$ cat src/rtl/egress_reader_if.sv
// Egress reader port bundle: FIFO side (empty flags, read data, pops)
// and downstream side (registered word, handshake, status, counters).
interface egress_reader_if #(
    parameter int DATA_SIZE = 8,
    parameter int CNT_SIZE  = 5
);
    logic                 fifo_empty_e0;
    logic                 fifo_empty_e1;
    logic [DATA_SIZE-1:0] data_in_e0;
    logic [DATA_SIZE-1:0] data_in_e1;
    logic                 pop_e0;
    logic                 pop_e1;
    logic [DATA_SIZE-1:0] data_out;
    logic                 dest_out;
    logic                 valid_out;
    logic                 ready_out;
    logic                 idle;
    logic [CNT_SIZE-1:0]  count_e0;
    logic [CNT_SIZE-1:0]  count_e1;

    modport slave (
        input  fifo_empty_e0,
        input  fifo_empty_e1,
        input  data_in_e0,
        input  data_in_e1,
        input  ready_out,
        output pop_e0,
        output pop_e1,
        output data_out,
        output dest_out,
        output valid_out,
        output idle,
        output count_e0,
        output count_e1
    );

    modport master (
        output fifo_empty_e0,
        output fifo_empty_e1,
        output data_in_e0,
        output data_in_e1,
        output ready_out,
        input  pop_e0,
        input  pop_e1,
        input  data_out,
        input  dest_out,
        input  valid_out,
        input  idle,
        input  count_e0,
        input  count_e1
    );
endinterface

$ cat src/rtl/egress_reader.sv
// Round-robin reader of two egress FIFOs into one registered stream with skid.
// Define EGRESS_READER_WORD_COUNT_EN to enable per-port accepted-word counters.
module egress_reader #(
    parameter int DATA_SIZE = 8,
    parameter int CNT_SIZE  = 5
) (
    input  logic           clk,
    input  logic           reset,
    egress_reader_if.slave io
);
    logic                 pend_valid;
    logic                 pend_port;
    logic                 skid_valid;
    logic                 skid_dest;
    logic [DATA_SIZE-1:0] skid_data;
    logic                 out_valid;
    logic                 out_dest;
    logic [DATA_SIZE-1:0] out_data;
    logic                 last_grant;

    logic                 pop_ok;
    logic                 pop0;
    logic                 pop1;
    logic                 load;
    logic [DATA_SIZE-1:0] pend_data;

    // A held output register or an occupied skid blocks new pops, so at
    // most one word can ever be in flight beyond the output register.
    always_comb begin
        pop_ok    = !reset && !skid_valid && !(out_valid && !io.ready_out);
        pop0      = pop_ok && !io.fifo_empty_e0
                    && (io.fifo_empty_e1 || last_grant);
        pop1      = pop_ok && !io.fifo_empty_e1
                    && (io.fifo_empty_e0 || !last_grant);
        load      = !out_valid || io.ready_out;
        pend_data = pend_port ? io.data_in_e1 : io.data_in_e0;
    end

    always_ff @(posedge clk or posedge reset) begin
        if (reset) begin
            pend_valid <= 1'b0;
            pend_port  <= 1'b0;
            skid_valid <= 1'b0;
            skid_dest  <= 1'b0;
            skid_data  <= '0;
            out_valid  <= 1'b0;
            out_dest   <= 1'b0;
            out_data   <= '0;
            last_grant <= 1'b1;
        end else begin
            pend_valid <= pop0 || pop1;
            pend_port  <= pop1;
            if (pop0 || pop1) begin
                last_grant <= pop1;
            end
            if (load) begin
                if (skid_valid) begin
                    out_valid  <= 1'b1;
                    out_dest   <= skid_dest;
                    out_data   <= skid_data;
                    skid_valid <= pend_valid;
                    skid_dest  <= pend_port;
                    skid_data  <= pend_data;
                end else if (pend_valid) begin
                    out_valid <= 1'b1;
                    out_dest  <= pend_port;
                    out_data  <= pend_data;
                end else begin
                    out_valid <= 1'b0;
                end
            end else if (pend_valid) begin
                skid_valid <= 1'b1;
                skid_dest  <= pend_port;
                skid_data  <= pend_data;
            end
        end
    end

    assign io.pop_e0    = pop0;
    assign io.pop_e1    = pop1;
    assign io.data_out  = out_data;
    assign io.dest_out  = out_dest;
    assign io.valid_out = out_valid;
    assign io.idle      = !pend_valid && !skid_valid && !out_valid
                          && io.fifo_empty_e0 && io.fifo_empty_e1;

`ifdef EGRESS_READER_WORD_COUNT_EN
    logic [CNT_SIZE-1:0] cnt0;
    logic [CNT_SIZE-1:0] cnt1;

    always_ff @(posedge clk or posedge reset) begin
        if (reset) begin
            cnt0 <= '0;
            cnt1 <= '0;
        end else if (out_valid && io.ready_out) begin
            if (out_dest) begin
                cnt1 <= cnt1 + 1'b1;
            end else begin
                cnt0 <= cnt0 + 1'b1;
            end
        end
    end

    assign io.count_e0 = cnt0;
    assign io.count_e1 = cnt1;
`else
    assign io.count_e0 = {CNT_SIZE{1'b0}};
    assign io.count_e1 = {CNT_SIZE{1'b0}};
`endif
endmodule

$ cat src/flat_wrapper.sv
// flat-port wrapper written by rule: the top's interface ports become plain ports
module egress_reader_flat 
#(
    parameter int DATA_SIZE = 8,
    parameter int CNT_SIZE  = 5
)
  (clk, reset, io_fifo_empty_e0, io_fifo_empty_e1, io_data_in_e0, io_data_in_e1, io_ready_out, io_pop_e0, io_pop_e1, io_data_out, io_dest_out, io_valid_out, io_idle, io_count_e0, io_count_e1);
  egress_reader_if #(.DATA_SIZE(DATA_SIZE), .CNT_SIZE(CNT_SIZE)) io_i ();
  input  logic clk;
  input  logic reset;
  input wire logic [$bits(io_i.fifo_empty_e0)-1:0] io_fifo_empty_e0;
  input wire logic [$bits(io_i.fifo_empty_e1)-1:0] io_fifo_empty_e1;
  input wire logic [$bits(io_i.data_in_e0)-1:0] io_data_in_e0;
  input wire logic [$bits(io_i.data_in_e1)-1:0] io_data_in_e1;
  input wire logic [$bits(io_i.ready_out)-1:0] io_ready_out;
  output wire logic [$bits(io_i.pop_e0)-1:0] io_pop_e0;
  output wire logic [$bits(io_i.pop_e1)-1:0] io_pop_e1;
  output wire logic [$bits(io_i.data_out)-1:0] io_data_out;
  output wire logic [$bits(io_i.dest_out)-1:0] io_dest_out;
  output wire logic [$bits(io_i.valid_out)-1:0] io_valid_out;
  output wire logic [$bits(io_i.idle)-1:0] io_idle;
  output wire logic [$bits(io_i.count_e0)-1:0] io_count_e0;
  output wire logic [$bits(io_i.count_e1)-1:0] io_count_e1;
  assign io_i.fifo_empty_e0 = io_fifo_empty_e0;
  assign io_i.fifo_empty_e1 = io_fifo_empty_e1;
  assign io_i.data_in_e0 = io_data_in_e0;
  assign io_i.data_in_e1 = io_data_in_e1;
  assign io_i.ready_out = io_ready_out;
  assign io_pop_e0 = io_i.pop_e0;
  assign io_pop_e1 = io_i.pop_e1;
  assign io_data_out = io_i.data_out;
  assign io_dest_out = io_i.dest_out;
  assign io_valid_out = io_i.valid_out;
  assign io_idle = io_i.idle;
  assign io_count_e0 = io_i.count_e0;
  assign io_count_e1 = io_i.count_e1;
  egress_reader #(.DATA_SIZE(DATA_SIZE), .CNT_SIZE(CNT_SIZE)) u_core (.clk(clk), .reset(reset), .io(io_i));
endmodule
$ cat config.mk
export PLATFORM = sky130hd
export DESIGN_NAME = egress_reader_flat
export DESIGN_NICKNAME = d
export VERILOG_FILES = /design/src/rtl/egress_reader_if.sv /design/src/rtl/egress_reader.sv /design/src/flat_wrapper.sv
export SDC_FILE = /design/constraint.sdc
export NUM_CORES = 1
export LEC_CHECK = 0
export BUFFER_PORTS_ARGS = -buffer_cell sky130_fd_sc_hd__buf_2
export CAP_MARGIN = 20
export CORE_UTILIZATION = 51
export CTS_BUF_LIST = sky130_fd_sc_hd__clkbuf_16
export CTS_CLUSTER_SIZE = 8
export DETAILED_ROUTE_END_ITERATION = 10
export PLACE_DENSITY = 0.82
export SKIP_CTS_REPAIR_TIMING = 1
export SLEW_MARGIN = 5
export SYNTH_ARGS = -nofsm -noshare
export SYNTH_HDL_FRONTEND = slang
export SYNTH_SLANG_ARGS = --single-unit
$ cat constraint.sdc
create_clock -name clk -period 2.1 [get_ports clk]
set_input_delay 0.315 -clock clk [delete_from_list [all_inputs] [get_ports clk]]
set_output_delay 0.315 -clock clk [all_outputs]
set_load 0.005 [all_outputs]
==> impl_metrics.tcl, run 1 <==
set metrics [dict create \
    period_minus_slack_ps 1976 \
    synthesis.area_um2 1170 \
    grt_first_pass_wirelength_um 4195 \
    critPathKind "flop to output pin" \
    core_area_um2 2062 \
    startpoint_type "flop" \
    fin_crit_sh_pct 94.10 \
    num_rows 16 \
    insertion_delay_ps 250 \
    cellLeakagePower_nw 0.6586 \
    max_freq_ghz 0.5060 \
    clkTransAtPathRegs_ps 60 \
    critPathMaxFanout 8 \
    worst_ep_required_time_ps 1780 \
    finalSetupViolations 0 \
    syn-instance-count 101 \
    fp.dieArea_um2 2490 \
    drt_iter0_markers 15 \
    io_buffers 33 \
    synth_edf_count 0 \
    num_vias 888 \
    r2r-start "u_core.skid_valid" \
    grt_max_degree 24 \
    numCtsBuffers 3 \
    post_drt_wl_per_cell_um 15.98 \
    power.density_nw_per_um2 1137 \
    wirelength_um 2572 \
    skew_ps 3.707 \
    place_congestion 0.7606 \
    fin_setup_tns_ps 0 \
    antenna_found_initial 0 \
    cts_buffer_depth 2 \
    maxCapViolCount 0 \
    startpoint "u_core.skid_valid" \
    async_reset_ff_share_pct 100.0 \
    synth_area_leaders "dfrtp_1 47%, mux2_2 16%, mux2i_1 7.7%, buf_4 6.4%, o21ai_0 6.4%" \
    drv_slew 0 \
    grt-ovfl-total 0 \
    tightest_slew_ps 861.7 \
    fin_hold_ws_ps 255.2 \
    relSlewSlack_pct 42.49 \
    syn_avg_cell_area_um2 11.58 \
    reg2regPathDepth 4 \
    yosysSeqAreaShare_pct 49.30 \
    hold_viol 0 \
    synth_flop_cell "dfrtp_1" \
    area_growth_syn_to_layout_pct 19.89 \
    drt_first_pass_iters 4 \
    nets 156 \
    drive_gt1_share_pct 44.03 \
    numClockSinks 23 \
    dieWidth_um 49.90 \
    post_dp_cell_area_um2 1321 \
    yosys_warnings 0 \
    antennaDiodeCount 0 \
    synth_top_cell_area_share_pct 47.06 \
    yosysMostFrequentCell "dfrtp_1" \
    track_usage_pct 22.91 \
    drtAntennaViolNets 0 \
    cpMaxStageDelayCell "dfrtp_1" \
    synth_cell_types 23 \
    worstSetupEndpointType "output pin" \
    viasPerCell 5.516 \
    clockRootBuffer "clkbuf_16" \
    endpoint "io_pop_e1" \
    timing.rr.end "u_core.io.data_out[2]" \
    critical_path.cell_chain "or3_1, nor3_1, buf_2" \
    worst-r2r-setup-slack_ps 330 \
    hpwl_um 1703 \
    synth.largest_area_cell "dfrtp_1" \
    rsz0062_at_grt "false" \
    synthTopCellsByCount "22 x dfrtp_1, 17 x mux2_2, 15 x o21ai_0" \
    drc 0 \
    die_y_um 49.90 \
    h-tree-depth 1 \
    grt_pass1_vias 898 \
    start_util_pct 56.74 \
    vdd_drop_max_mv 0.7645 \
    stdcell_area_um2 1403 \
    hp-class "input port to async pin" \
    fillers 183 \
    critical-path-max-stage-delay_ps 520 \
    ios 44 \
    status "completed" \
    crit_arrival_ps 1660 \
    cts_tree "done" \
    synth_seq_cells 23 \
]
==> kinds of logic after synthesis <==
logic type             after synthesis  share of synthesized area, %
AO/OA/AOI/OAI                       22                         9.946
buffers and inverters               16                         8.556
flip-flops                          23                         49.31
multiplexers                        27                         25.99
other                                1                        0.3205
AND/OR/NAND/NOR                     12                         5.883
==> placed cells by master, fill, tap and decap left out, types with 2 or more instances in the layout <==
cell type	Yosys	routed
a21oi_1	2	2
buf_2	2	33
buf_4	10	2
clkbuf_16	0	3
conb_1	1	10
dfrtp_1	22	22
inv_1	1	2
mux2_2	17	17
mux2i_1	9	9
nor2_1	4	3
nor3_1	2	2
o21ai_0	15	15
o21ai_1	3	3
==> layer usage <==
layer  up-vias  GRT usage (%)  share of wire, %
li1        401              -                 -
met1       443          29.06                42
met2        40          38.96                52
met3         4          3.704               4.8
met4         0          8.571               1.6
met5         -              0                 0
==> how the worst min path moves through the flow <==
stage,start,slack [ps],cells after the start,to
after detailed placement,u_core.skid_data[5],500,1,u_core.skid_data[5]
final,reset,260,2,u_core.skid_data[4]
after CTS,reset,280,2,u_core.io.valid_out
after floorplan,reset,320,1,u_core.io.data_out[0]
after global routing,io_fifo_empty_e1,290,2,u_core.last_grant
after global placement,u_core.last_grant,490,2,u_core.last_grant
==> metrics by stage <==
stage / setup slack (ps) / instances / util (%) / power, mW
6_report: 123.9 / 161 / 68.02 / 1.595
2_1_floorplan: 641.8 / 110 / - / 1.013
3_3_place_gp: 391.2 / 157 / 64.08 / 1.154
4_1_cts: 111.9 / 161 / 67.90 / 1.597
3_5_place_dp: 282.1 / 157 / 64.08 / 1.185
5_1_grt: 9.060 / 161 / 68.02 / 1.682
==> report_power, final <==
group          internal, mW  switching, mW  leakage (nW)
clock network         0.254          0.146        0.0423
logic                 0.242          0.204         0.334
registers             0.630          0.120         0.282
total                  1.13          0.469         0.659
==> critical path: cells and delay by family (launching register included) <==
family                 cells  cell delay, ps
buffers and inverters      1             160
flip-flops                 1             520
AND/OR/NAND/NOR            2             730
==> layout make-up <==
type	instances	area [um2]	area share [%]
clock inverter	1	3.754	0.2676
tap	27	33.78	2.409
inverter	1	3.754	0.2676
sequential	23	576.8	41.12
multi-input combinational	71	529.3	37.73
timing repair buffer	35	180.2	12.85
clock buffer	3	75.07	5.352
Note: power is estimated with default switching activity, not from simulation.
==> inputs of run 2 (changes only) <==
Clock period 2.1 ns to 2.4 ns, I/O delays scaled along.
==> run 2 against run 1 <==
Net effect: critical path depth rose by 1; combinational power decreased by 13%; global-route usage shrank 2.0 points; core utilization down 0.061 points; non-clock buffer count did not move; first-iteration DRC count decreased by 73%; setup slack improved by 300 ps; clock power fell by 11%; power down 13%; clock skew rose by 1.2 ps; critical path type unchanged; largest power group unchanged.
==> impl_metrics.tcl, run 2 (synthesis gave the netlist of run 1 again) <==
set metrics [dict create \
    status "completed" \
    viasPerCell 5.236 \
    io_buffers 33 \
    critPathMaxFanout 15 \
    hpwl_um 1634 \
    cts_tree "done" \
    drt_first_pass_iters 2 \
    drc 0 \
    dieWidth_um 49.90 \
    final_common_cell "buf_2" \
    fin_crit_sh_pct 82.29 \
    intPower_uw 986.1 \
    grt_pass1_vias 834 \
    rsz0062_at_grt "false" \
    post_drt_wl_per_cell_um 14.38 \
    reg2regPathDepth 3 \
    numCtsBuffers 3 \
    startpoint_type "flop" \
    switching_share_pct 28.88 \
    antennaDiodeCount 0 \
    fillers 178 \
    p_switching_uw 400.4 \
    fp.dieArea_um2 2490 \
    cts_buffer_depth 2 \
    clkPwrFrac_pct 25.6 \
    p_comb_share_pct 27.9 \
    power.density_nw_per_um2 989.4 \
    crit_arrival_ps 1610 \
    grt_max_degree 24 \
    drt_iter0_markers 4 \
    num_rows 16 \
    maxCapViolCount 0 \
    area_growth_syn_to_layout_pct 19.79 \
    wirelength_um 2315 \
    layout_common_cells "33 x buf_2, 22 x dfrtp_1, 17 x mux2_2" \
    hold_viol 0 \
    period_minus_slack_ps 1975 \
    pwr-share-seq_pct 46.5 \
    cellLeakagePower_nw 0.6567 \
    ios 44 \
    place_congestion 0.7686 \
    worst_ep_required_time_ps 2040 \
    setup_ws_ps 425.1 \
    finalSetupViolations 0 \
    drtAntennaViolNets 0 \
    grt-ovfl-total 0 \
    clkTransAtPathRegs_ps 60 \
    die_y_um 49.90 \
    max_freq_ghz 0.5064 \
    clockRootBuffer "clkbuf_16" \
    h-tree-depth 1 \
    insertion_delay_ps 250 \
    critPathKind "flop to output pin" \
    drive_gt1_share_pct 44.03 \
    grt_first_pass_wirelength_um 3801 \
    dp_slack_ps 623.1 \
    start_util_pct 56.74 \
    nets 156 \
    vdd_drop_max_mv 0.5855 \
    hp-class "input port to async pin" \
    tightest_slew_ps 834.5 \
    numClockSinks 23 \
    track_usage_pct 20.88 \
    antenna_found_initial 0 \
    core_area_um2 2062 \
    drv_slew 0 \
    skew_ps 4.935 \
    fin_setup_tns_ps 0 \
    fin_util_pct 67.96 \
    worstSetupEndpointType "output pin" \
    num_vias 843 \
    relSlewSlack_pct 44.31 \
]
-- run 2: routing by layer --
metal  GRT usage, %  vias up  part of all wire [%]
li1               -      402                     -
met1          25.25      409                    43
met2          36.26       28                    51
met3          4.630        4                   4.7
met4          7.143        0                   1.2
met5              0        -                     0
-- run 2: final timing paths --
path	from	slack (ps)	end
setup / recovery	u_core.io.valid_out	430	io_pop_e1
hold / removal	reset	290	u_core.io.data_out[5]
setup reg to reg	u_core.io.valid_out	700	u_core.skid_data[3]
hold reg to reg	u_core.skid_data[1]	510	u_core.skid_data[1]
max in group asynchronous	reset	1590	u_core.skid_data[7]
min in group clk	io_fifo_empty_e1	330	u_core.last_grant
-- run 2: power groups by stage --
stage | registers (mW) | clock network (mW) | logic [mW]
detailed placement | 0.647 | 0 | 0.387
CTS | 0.643 | 0.361 | 0.392
global placement | 0.637 | 0 | 0.370
global route | 0.659 | 0.376 | 0.435
floorplan | 0.630 | 0 | 0.257
finish | 0.645 | 0.355 | 0.387
-- run 2: cell type report --
| class | count | area [um2] | share of cell area (%) |
|---|---|---|---|
| Timing Repair Buffer | 35 | 180.2 | 12.86 |
| Clock inverter | 1 | 5.005 | 0.3571 |
| Clock buffer | 3 | 75.07 | 5.357 |
| Inverter | 1 | 3.754 | 0.2679 |
| Sequential cell | 23 | 576.8 | 41.16 |
| Tap cell | 27 | 33.78 | 2.411 |
| Multi-Input combinational cell | 71 | 526.8 | 37.59 |
-- run 2: metrics by stage --
stage | std cells | cell area [um2] | total power, mW | hold slack, ps
after floorplan | 110 | 1204 | 0.8867 | 361.2
after CTS | 161 | 1401 | 1.396 | 314.9
after global placement | 157 | 1321 | 1.007 | 487.8
final | 161 | 1401 | 1.386 | 290.8
after global routing | 161 | 1401 | 1.470 | 332.2
after detailed placement | 157 | 1321 | 1.033 | 495.4
-- run 2: critical path, cell delays in order (launching register included) --
cell	delay, ps
dfrtp_1	390
nor2b_4	190
or3_1	390
nor3_1	240
buf_2	150
==> inputs of run 3 (changes only) <==
Settings changed: CORE_UTILIZATION 51 to 43, PLACE_DENSITY 0.82 to 0.74.
Clock period 2.4 ns to 1.6 ns, I/O delays scaled along.
==> run 3 against run 2 <==
Net effect: the run now ends with setup timing left; global-route usage fell by 3.4 points; clock-buffer cell count did not move; clock skew fell by 2.3 ps; cell area rose by 8.6%; non-clock buffer count rose by 10; sequential power rose by 48%; final cell count rose by 8.1%; sequential share of layout area fell by 3.2 points; worst hold slack got worse by 48 ps.
==> impl_metrics.tcl, run 3 (synthesis gave the netlist of run 1 again) <==
set metrics [dict create \
    vdd_drop_max_mv 1.094 \
    worstSetupEndpointType "output pin" \
    wirelength_um 2305 \
    cts_tree "done" \
    critical-path-max-stage-delay_ps 390 \
    hp-class "input port to flop" \
    track_usage_pct 17.43 \
    fin_setup_tns_ps -121.2 \
    skew_ps 2.588 \
    reg2regPathDepth 4 \
    endpoint "io_pop_e1" \
    io_buffers 33 \
    final_common_cell "buf_2" \
    h-tree-depth 1 \
    violations "setup timing" \
    layout_common_cells "33 x buf_2, 22 x dfrtp_1, 17 x mux2_2" \
    viasPerCell 4.983 \
    worst_ep_required_time_ps 1360 \
    routed.top_layer "met4" \
    hold_viol 0 \
    hold_path_depth 2 \
    grt_first_pass_wirelength_um 3484 \
    grt-ovfl-total 0 \
    ios 44 \
    drt_first_pass_iters 4 \
    critPathTopFamily "simple AND/OR/NAND/NOR gates" \
    crit_arrival_ps 1480 \
    die_y_um 54.16 \
    critical_path.cell_chain "nor2b_4, or3_4, nor3_4, buf_2" \
    maxCapViolCount 0 \
    clockRootBuffer "clkbuf_16" \
    fin_crit_sh_pct 107.4 \
    critPathKind "flop to output pin" \
    grt_max_degree 17 \
    drc 0 \
    max_freq_ghz 0.5817 \
    dieWidth_um 54.16 \
    start_util_pct 46.38 \
    rsz0062_at_grt "true" \
    drv_slew 0 \
    drt_iter0_markers 4 \
    numCtsBuffers 3 \
    clkTransAtPathRegs_ps 60 \
    period_minus_slack_ps 1719 \
    critPathMaxFanout 4 \
    drive_gt1_share_pct 50.00 \
    wl_met3_um 136 \
    fillers 220 \
    timing.rr.end "u_core.skid_data[3]" \
    power.density_nw_per_um2 1407 \
    num_rows 18 \
    area_growth_syn_to_layout_pct 30.05 \
    drtAntennaViolNets 0 \
    cp.depth 4 \
    place_congestion 0.6987 \
    insertion_delay_ps 250 \
    antenna_found_initial 0 \
    dr_wl_met2_um 1181 \
    status "finished, violations left" \
    hpwl_um 1586 \
    startpoint "u_core.io.valid_out" \
    worst-r2r-setup-slack_ps 30 \
    dp_slack_ps 49.41 \
    nets 166 \
    cts_buffer_depth 2 \
    core_area_um2 2522 \
    path_buf_inv 1 \
    r2r-start "u_core.io.valid_out" \
    antennaDiodeCount 0 \
    fp.dieArea_um2 2933 \
    fin_hold_ws_ps 242.8 \
    numClockSinks 23 \
    grt_pass1_vias 808 \
    cpMaxStageDelayCell "dfrtp_1" \
    drt-met1-wl_um 976 \
    post_drt_wl_per_cell_um 13.25 \
    cellLeakagePower_nw 0.7128 \
    startpoint_type "flop" \
    finalSetupViolations 2 \
    num_vias 867 \
    setup_ws_ps -119.0 \
]
## run 3: how the worst min path moves through the flow
stage,start,to,slack [ps]
2_1_floorplan,reset,u_core.io.data_out[0],240
3_3_place_gp,reset,u_core.io.valid_out,210
3_5_place_dp,reset,u_core.io.data_out[3],220
4_1_cts,reset,u_core.skid_data[5],-60
5_1_grt,io_fifo_empty_e1,u_core.last_grant,250
6_report,io_fifo_empty_e0,u_core.pend_valid,240
## run 3: power by group
part,total (mW),internal [mW],switching [mW],leakage [nW]
Clock,0.540,0.338,0.201,0.0371
Combinational,0.645,0.366,0.279,0.393
Sequential,0.956,0.826,0.129,0.282
## run 3: final cells by class
cell class                      instances  area, um2  area share (%)
Tap cell                               30      37.54           2.467
Sequential cell                        23      576.8           37.91
Inverter                                1      3.754          0.2467
Timing Repair Buffer                   45      265.3           17.43
Clock inverter                          1      7.507          0.4934
Clock buffer                            3      75.07           4.934
Multi-Input combinational cell         71      555.5           36.51
## run 3: through the flow
stage | util (%) | cell area (um2) | std cells | power, mW
CTS | 56.99 | 1438 | 168 | 2.112
floorplan | - | 1204 | 110 | 1.330
detailed placement | 53.72 | 1355 | 164 | 1.558
finish | 60.32 | 1521 | 174 | 2.140
global placement | 53.72 | 1355 | 164 | 1.524
global route | 60.32 | 1521 | 174 | 2.280
## run 3: worst register-to-register path, delay by kind of cell, from the launching register on
family | cells | cell delay (ps)
flops | 1 | 360
simple gates | 1 | 170
buf+inv | 1 | 140
mux | 2 | 790
## run 3: layer usage
metal  up-vias  track usage [%]
li1        422                -
met1       413            18.79
met2        30            32.32
met3         2            5.932
met4         0            3.846
met5         -                0
